===== src/rtl/mlaccel_qpi_defs.vh =====
// rtl/mlaccel_qpi_defs.vh - QPI accelerator command opcodes shared by host and command decoder
`ifndef MLACCEL_QPI_DEFS_VH
`define MLACCEL_QPI_DEFS_VH
`define MLACCEL_QPI_OP_STATUS 8'h20
`define MLACCEL_QPI_OP_WBUF   8'h21
`define MLACCEL_QPI_OP_RBUF   8'h22
`define MLACCEL_QPI_OP_WMEM   8'h23
`define MLACCEL_QPI_OP_RMEM   8'h24
`define MLACCEL_QPI_OP_RUN    8'h25
`define MLACCEL_QPI_OP_STOP   8'h26
`endif


===== src/rtl/mlaccel_qpi_host_pkg.sv =====
// rtl/mlaccel_qpi_host_pkg.sv - shared types and helpers for the QPI host
package mlaccel_qpi_host_pkg;

    localparam int DIV_W = 4;
    localparam int GAP_W = 8;

    typedef enum logic [2:0] {
        IDLE,
        SETUP,
        LOW,
        HIGH,
        OPEN,
        HOLD,
        GAP
    } state_t;

    function automatic logic [3:0] nibble_sel(input logic [7:0] data, input logic lo_half);
        return lo_half ? data[3:0] : data[7:4];
    endfunction

endpackage


===== src/rtl/mlaccel_qpi_host_div.sv =====
// rtl/mlaccel_qpi_host_div.sv - CLKDIV phase timer; strobes on the last cycle of each timed phase
module mlaccel_qpi_host_div
    import mlaccel_qpi_host_pkg::*;
#(
    parameter int CLKDIV = 2
) (
    input  logic clock,
    input  logic reset,
    input  logic run,
    output logic phase_end
);

    logic [DIV_W-1:0] count;

    // Held at zero outside timed states so every phase starts with a full count.
    always_ff @(posedge clock) begin
        if (reset || !run) begin
            count <= '0;
        end else if (phase_end) begin
            count <= '0;
        end else begin
            count <= count + 1'b1;
        end
    end

    assign phase_end = run && (count == DIV_W'(CLKDIV - 1));

endmodule


===== src/rtl/mlaccel_qpi_host.sv =====
// rtl/mlaccel_qpi_host.sv - byte-stream QPI host: one nibble per qpi_clk, csb framing and gap
`include "mlaccel_qpi_defs.vh"

module mlaccel_qpi_host
    import mlaccel_qpi_host_pkg::*;
#(
    parameter int CLKDIV  = 2,
    parameter int CSB_GAP = 4
) (
    input  logic       clock,
    input  logic       reset,
    input  logic       cmd_valid,
    output logic       cmd_ready,
    input  logic       cmd_start,
    input  logic       cmd_last,
    input  logic       cmd_read,
    input  logic [7:0] cmd_data,
    output logic       rsp_valid,
    output logic [7:0] rsp_data,
    output logic       busy,
    output logic       qpi_csb,
    output logic       qpi_clk,
    output logic [3:0] qpi_io_do,
    output logic [3:0] qpi_io_oe,
    input  logic [3:0] qpi_io_di
);

    state_t             state;
    state_t             state_next;
    logic               run;
    logic               phase_end;
    logic               accept;
    logic               gap_done;
    logic [GAP_W-1:0]   gap_cnt;
    logic [7:0]         byte_q;
    logic [7:0]         shreg;
    logic               is_read;
    logic               is_last;
    logic               lo_half;
    logic               pend;
    logic               csb_q;
    logic               clk_q;
    logic               drive;

    mlaccel_qpi_host_div #(.CLKDIV(CLKDIV)) u_div (
        .clock     (clock),
        .reset     (reset),
        .run       (run),
        .phase_end (phase_end)
    );

    assign run       = (state == SETUP) || (state == LOW) || (state == HIGH) || (state == HOLD);
    assign cmd_ready = !reset && ((state == IDLE) || (state == OPEN));
    assign accept    = cmd_valid && cmd_ready;
    assign busy      = !reset && (state != IDLE);
    assign gap_done  = (state == GAP) && (gap_cnt == GAP_W'(CSB_GAP - 1));

    always_ff @(posedge clock) begin
        if (reset) begin
            state <= IDLE;
        end else begin
            state <= state_next;
        end
    end

    always_comb begin
        state_next = state;
        case (state)
            IDLE:  if (accept) state_next = SETUP;
            SETUP: if (phase_end) state_next = LOW;
            LOW:   if (phase_end) state_next = HIGH;
            HIGH: begin
                if (phase_end) begin
                    if (!lo_half) begin
                        state_next = LOW;
                    end else if (is_last) begin
                        state_next = HOLD;
                    end else begin
                        state_next = OPEN;
                    end
                end
            end
            OPEN:  if (accept) state_next = cmd_start ? HOLD : LOW;
            HOLD:  if (phase_end) state_next = GAP;
            GAP:   if (gap_done) state_next = pend ? SETUP : IDLE;
            default: state_next = IDLE;
        endcase
    end

    // csb and clk come straight from flops driven by the next state, so the pads never glitch.
    always_ff @(posedge clock) begin
        if (reset) begin
            csb_q     <= 1'b1;
            clk_q     <= 1'b0;
            gap_cnt   <= '0;
            byte_q    <= '0;
            shreg     <= '0;
            is_read   <= 1'b0;
            is_last   <= 1'b0;
            lo_half   <= 1'b0;
            pend      <= 1'b0;
            rsp_valid <= 1'b0;
            rsp_data  <= '0;
        end else begin
            csb_q     <= (state_next == IDLE) || (state_next == GAP);
            clk_q     <= (state_next == HIGH);
            gap_cnt   <= ((state == GAP) && !gap_done) ? gap_cnt + 1'b1 : '0;
            rsp_valid <= (state == HIGH) && phase_end && lo_half && is_read;

            if (accept) begin
                byte_q  <= cmd_data;
                is_read <= cmd_read;
                is_last <= cmd_last;
                lo_half <= 1'b0;
                pend    <= (state == OPEN) && cmd_start;
            end else begin
                if ((state == HIGH) && phase_end) begin
                    lo_half <= !lo_half;
                end
                if (gap_done) begin
                    pend <= 1'b0;
                end
            end

            if ((state == LOW) && phase_end && is_read) begin
                shreg <= {shreg[3:0], qpi_io_di};
            end
            if ((state == HIGH) && phase_end && lo_half && is_read) begin
                rsp_data <= shreg;
            end
        end
    end

    assign drive     = ((state == LOW) || (state == HIGH)) && !is_read;
    assign qpi_csb   = csb_q;
    assign qpi_clk   = clk_q;
    assign qpi_io_oe = drive ? 4'hF : 4'h0;
    assign qpi_io_do = drive ? nibble_sel(byte_q, lo_half) : 4'h0;

endmodule


===== config.mk =====
export PLATFORM = sky130hd
export DESIGN_NAME = mlaccel_qpi_host
export DESIGN_NICKNAME = d
export VERILOG_FILES = /design/src/rtl/mlaccel_qpi_host_pkg.sv /design/src/rtl/mlaccel_qpi_host_div.sv /design/src/rtl/mlaccel_qpi_host.sv
export VERILOG_INCLUDE_DIRS = /design/src /design/src/rtl
export SDC_FILE = /design/constraint.sdc
export NUM_CORES = 1
export LEC_CHECK = 0
export BUFFER_PORTS_ARGS = -buffer_cell sky130_fd_sc_hd__buf_2
export CAP_MARGIN = 20
export CORE_ASPECT_RATIO = 0.9
export CORE_MARGIN = 2
export CORE_UTILIZATION = 58
export DETAILED_ROUTE_END_ITERATION = 10
export GPL_TIMING_DRIVEN = 0
export PLACE_DENSITY = 0.83
export RECOVER_POWER = 50
export SYNTH_ARGS = -nofsm -noshare
export SYNTH_HDL_FRONTEND = slang
export SYNTH_SLANG_ARGS = --single-unit

===== constraint.sdc =====
create_clock -name clock -period 4.2 [get_ports clock]
set_clock_uncertainty 0.15 [all_clocks]
set_input_delay 0.63 -clock clock [delete_from_list [all_inputs] [get_ports clock]]
set_output_delay 0.63 -clock clock [all_outputs]
set_load 0.01 [all_outputs]

# ---- Word level (Yosys, flattened, before mapping)
# Cells that the tools add are included.
dict set report word_totals {
  register_bits 46
  elab_cells 75
  inputBits 18
  output_inout_bits 21
}
dict set report classes {
  n_bitwise 1
  reduce_logical 32
  n_eq_ne 10
  muxes 17
  add_sub_neg 2
}
# op n
set ops {}
lappend ops {{$mux 3} 9}
lappend ops {{$pmux 3 s7} 1}
lappend ops {{$logic_and 1x1->1} 13}
lappend ops {{$eq 3x3->1 const B} 4}
lappend ops {{$mux 4} 3}
lappend ops {{$eq 3x2->1 const B} 3}
lappend ops {{$add 8x1->8 const B} 1}
lappend ops {{$eq 8x2->1 const B} 1}
lappend ops {{$logic_or 1x1->1} 7}
lappend ops {{$logic_not 3->1} 2}
lappend ops {{$reduce_or 2->1} 3}
lappend ops {{$logic_not 1->1} 5}
lappend ops {{$add 4x1->4 const B} 1}
lappend ops {{$eq 4x1->1 const B} 1}
lappend ops {{$mux 1} 4}
lappend ops {{$eq 3x1->1 const B} 1}
lappend ops {{$reduce_bool 3->1} 1}
lappend ops {{$reduce_bool 2->1} 1}
lappend ops {{$not 1->1} 1}

# ---- Depth between registers and ports, before layout
dict set report depth {
  depth_word 9
  ltp_mapped 8
  ltp_nobuf 7
}

# ---- Hierarchy
# Synthesis repeated with hierarchy kept, for this count alone.
dict set report hier_totals {
  hier_cells 220
  area_unflattened_um2 1984.4
}
# mod cells_each instances seq_area_each_um2 area_each_um2
set by_module_without_submodules {}
lappend by_module_without_submodules {mlaccel_qpi_host 202 1 840.8 1793.0}
lappend by_module_without_submodules {mlaccel_qpi_host_div 18 1 80.1 191.4}

# ---- Worst setup path after synthesis
# Ideal clock, no wire load.
dict set report synth_path {
  kind {input port to output port}
  from {in reset}
  to {out cmd_ready}
  path_slack_ns 2.052
  path_stages 4
  path_buffers 3
  t_arrival_ns 1.368
  required_time_ns 3.420
  path_cell_list {buf_6 > clkbuf_1 > clkbuf_1 > nor3_1}
}
dict set report synth_between {
  elab_chain_cells 2
}
# element line
set synth_rtl {}
lappend synth_rtl {{start: declaration} mlaccel_qpi_host.sv:11} ;# input logic reset,
lappend synth_rtl {{$logic_not 1->1} mlaccel_qpi_host.sv:53} ;# assign cmd_ready = !reset && ((state == IDLE) || (state == OPEN));
lappend synth_rtl {{$logic_and 1x1->1} mlaccel_qpi_host.sv:53}
lappend synth_rtl {{end: declaration} mlaccel_qpi_host.sv:13} ;# output logic cmd_ready,
# Every way passes these cells.

# ---- Final worst setup path
# Ends and elaborated chain as after synthesis.

==> impl_results.md <==
- Tmin final: 2.907 ns
- Hold path cells: 2
- Synthesized cell area: 0.002054 mm^2
- Layout Area Growth over Synthesis: 14.86%
- Top-count cell post-synth: dfxtp_1
- Layout cells sized above 1: 18.98%
- Setup crit end kind: output port
- Worst setup margin: 1.293 ns
- Hold Fails Final Rpt: 0
- Startpoint Class: primary input
- Outcome: finished, final reports clean
- Worst EP required: 3.42 ns
- Async S/R FF share, synth: 0%
- Worst slew pin tran: 0.7819 ns
- Number of synthesized register bits: 46
- Setup bufs post-CTS: 0
- Clock sinks: 46
- Routed Antenna Nets: 0
- Worst skew pair latency: 0.31 ns
- Synth Net Count: 249
- Setup tns final: 0 ns
- Die Height: 60.46 um
- Switch share: 33.09%
- CTS buffer count: 5
- Leak: 0.9588 nW
- Finish-stage setup viols: 0
- DRT Pass-1 Iters: 5
- Drt via density: 5.198
- Die width: 66.74 um
- NumNets Final: 294
- CTS Root Cell: clkbuf_8
- Logic gate share of total power: 28.1%
- Port bufs: 38
- Worst r2r path cells: 5
- Synthesized area per cell: 9.011 um^2
- Max VDD drop: 0.2756 mV
- Post-synth top area share: 44.82%
- Worst R2R Setup Slack: 2.20 ns
- Crit share post-route: 69.22%
- DRT iter0 DRCs: 107
- Unrepaired setup endpoints after global routing: false
- Yosys cell types: 41
- WP data arrival: 2.13 ns
- Worst hold start: rsp_data[5]
- Hold_buf cts: 0
- Overflow after GRT: 0
- Worst-path fanout max: 10
- Placer Congestion: 0.8866
- Initial Util: 60.81%
- Post-synth EDFFs: 0
- Pwr dens: 463.1 mW/mm^2
- Standard-cell rows: 20
- Commonest cells post-synth: dfxtp_1, nor2_1, nand2_1, nand3_1, nand2b_1
- Die Area: 0.004035 mm^2
- Top cells by area, synth: dfxtp_1, mux2i_1, nor2_1, nand2b_1, nand2_1
- Avg WL per Cell: 12.32 um
- Part of the power in registers: 46.4%
- Initial antenna violation count: 0
- Number of global-route vias before repair: 1511
- H-tree levels: 2
- Layout fillers: 293
- Final Slew Violations: 0
- Hpwl dp: 2.835 mm
- Yosys warning count: 0
- I/O pin cnt: 39
- Post-synth top area cell: dfxtp_1
- Setup CP Type: in2out
- PostCTS Resize Cnt: 0
- Worst hold endpoint: rsp_data[5]
- Ys flop type: dfxtp_1
- CTS tree: built
- First-pass GRT wire length: 6.603 mm
- Total internal power: 0.7313 mW
- Sequential area share after synthesis: 44.82%
- Largest net degree at the start of global routing: 17
- Residual DRC count: 0
- Post-Route WL: 3.918 mm
- Fmax: 344.0 MHz
- # Max-Cap Violations: 0
- Clock-pin slew on the worst setup and hold paths: 0.09 ns
- RR Endpoint: shreg[1]
- Mapped Cells: 228
- Pwr Total: 1.093 mW
- Worst r2r src: state[0]
- Antenna cells: 0
- Post-place setup slack: 1.507 ns
- Max Root-Sink Buffers: 2
- Worst hold path class: reg2reg
- Clock power share: 25.5%
- Switch Pwr: 0.3616 mW
- Via count: 1653
- GRT Overall Usage: 22.00%
- Core ar.: 0.003378 mm^2
- Worst slew margin: 47.14%
[critical path, cell delays in order]
cell      delay (ns)
buf_2           0.09
clkbuf_1        0.33
clkbuf_1        0.37
clkbuf_1        0.43
nor3_1          0.10
buf_2           0.16
[routing by layer]
metal | GRT usage [%] | part of all wire [%]
met3 | 5.380 | 4.9
met1 | 28.11 | 46
met5 | 0 | 0
met2 | 35.43 | 47
met4 | 10.50 | 2.2
[registers in the layout, indices dropped and copies added, names as in the netlist]
register     count
state            3
u_div.count      4
shreg            8
qpi_csb          1
lo_half          1
is_read          1
qpi_clk          1
byte_q           8
rsp_valid        1
gap_cnt          8
is_last          1
rsp_data         8
pend             1
[cell type report]
type                       count  area, um^2  share of cell area (%)
clock inverter                 3       25.02                   1.060
inverter                       4       15.01                  0.6363
tap                           44       55.05                   2.333
sequential                    46       920.9                   39.02
timing repair buffer          38       176.4                   7.476
buffer                        17       90.09                   3.818
clock buffer                   5       68.82                   2.916
multi-input combinational    161        1008                   42.74
[cell families after synthesis]
logic type	count (synthesis)	synth area share (%)
AND/OR/NAND/NOR	106	27.89
flip-flops	46	44.82
buffers and inverters	21	5.602
XOR/XNOR	10	4.263
adder cells (fa/ha/maj)	3	1.827
multiplexers	12	5.847
AO/OA/AOI/OAI	30	9.745
[cells in the final DEF, fill, tap and decap left out, types with 2 or more instances in the layout]
| cell type | count |
|---|---|
| nand2_1 | 22 |
| clkbuf_1 | 20 |
| nand3_1 | 16 |
| dfxtp_1 | 46 |
| and3_1 | 3 |
| nand2_2 | 2 |
| nor2_1 | 30 |
| o21ai_0 | 11 |
| nand3b_1 | 2 |
| ha_1 | 3 |
| xnor2_1 | 2 |
| nor3_1 | 3 |
| inv_1 | 4 |
| buf_2 | 30 |
| clkbuf_8 | 5 |
| nand2b_1 | 14 |
| a21oi_1 | 10 |
| nand4_1 | 2 |
| nor4b_1 | 3 |
| mux2i_1 | 12 |
| xor2_1 | 8 |
| buf_4 | 4 |
[worst max path at each step]
| stage | startpoint | slack [ns] | depth (start not counted) | endpoint |
|---|---|---|---|---|
| 2_1_floorplan | reset | 2.05 | 4 | cmd_ready |
| 3_3_place_gp | reset | 1.52 | 6 | cmd_ready |
| 3_5_place_dp | reset | 1.51 | 6 | cmd_ready |
| 4_1_cts | reset | 1.49 | 6 | busy |
| 5_1_grt | reset | 1.13 | 6 | cmd_ready |
| 6_report | reset | 1.29 | 6 | cmd_ready |
[power groups by stage]
stage | registers [mW] | logic, mW | clock network, mW
floorplan | 0.516 | 0.225 | 0
detailed placement | 0.519 | 0.315 | 0
global placement | 0.517 | 0.307 | 0
global route | 0.513 | 0.348 | 0.301
CTS | 0.509 | 0.317 | 0.282
finish | 0.507 | 0.307 | 0.279
[per-stage QoR]
stage / util, % / hold slack [ns] / instances / area (um^2)
after floorplan: - / 0.2834 / 228 / 2054
after global placement: 68.07 / 0.2901 / 310 / 2300
after detailed placement: 68.07 / 0.2960 / 310 / 2300
after CTS: 70.85 / 0.3082 / 318 / 2394
after global routing: 69.85 / 0.3382 / 318 / 2360
final: 69.85 / 0.3093 / 318 / 2360
Note: power is estimated with default switching activity, not from simulation.
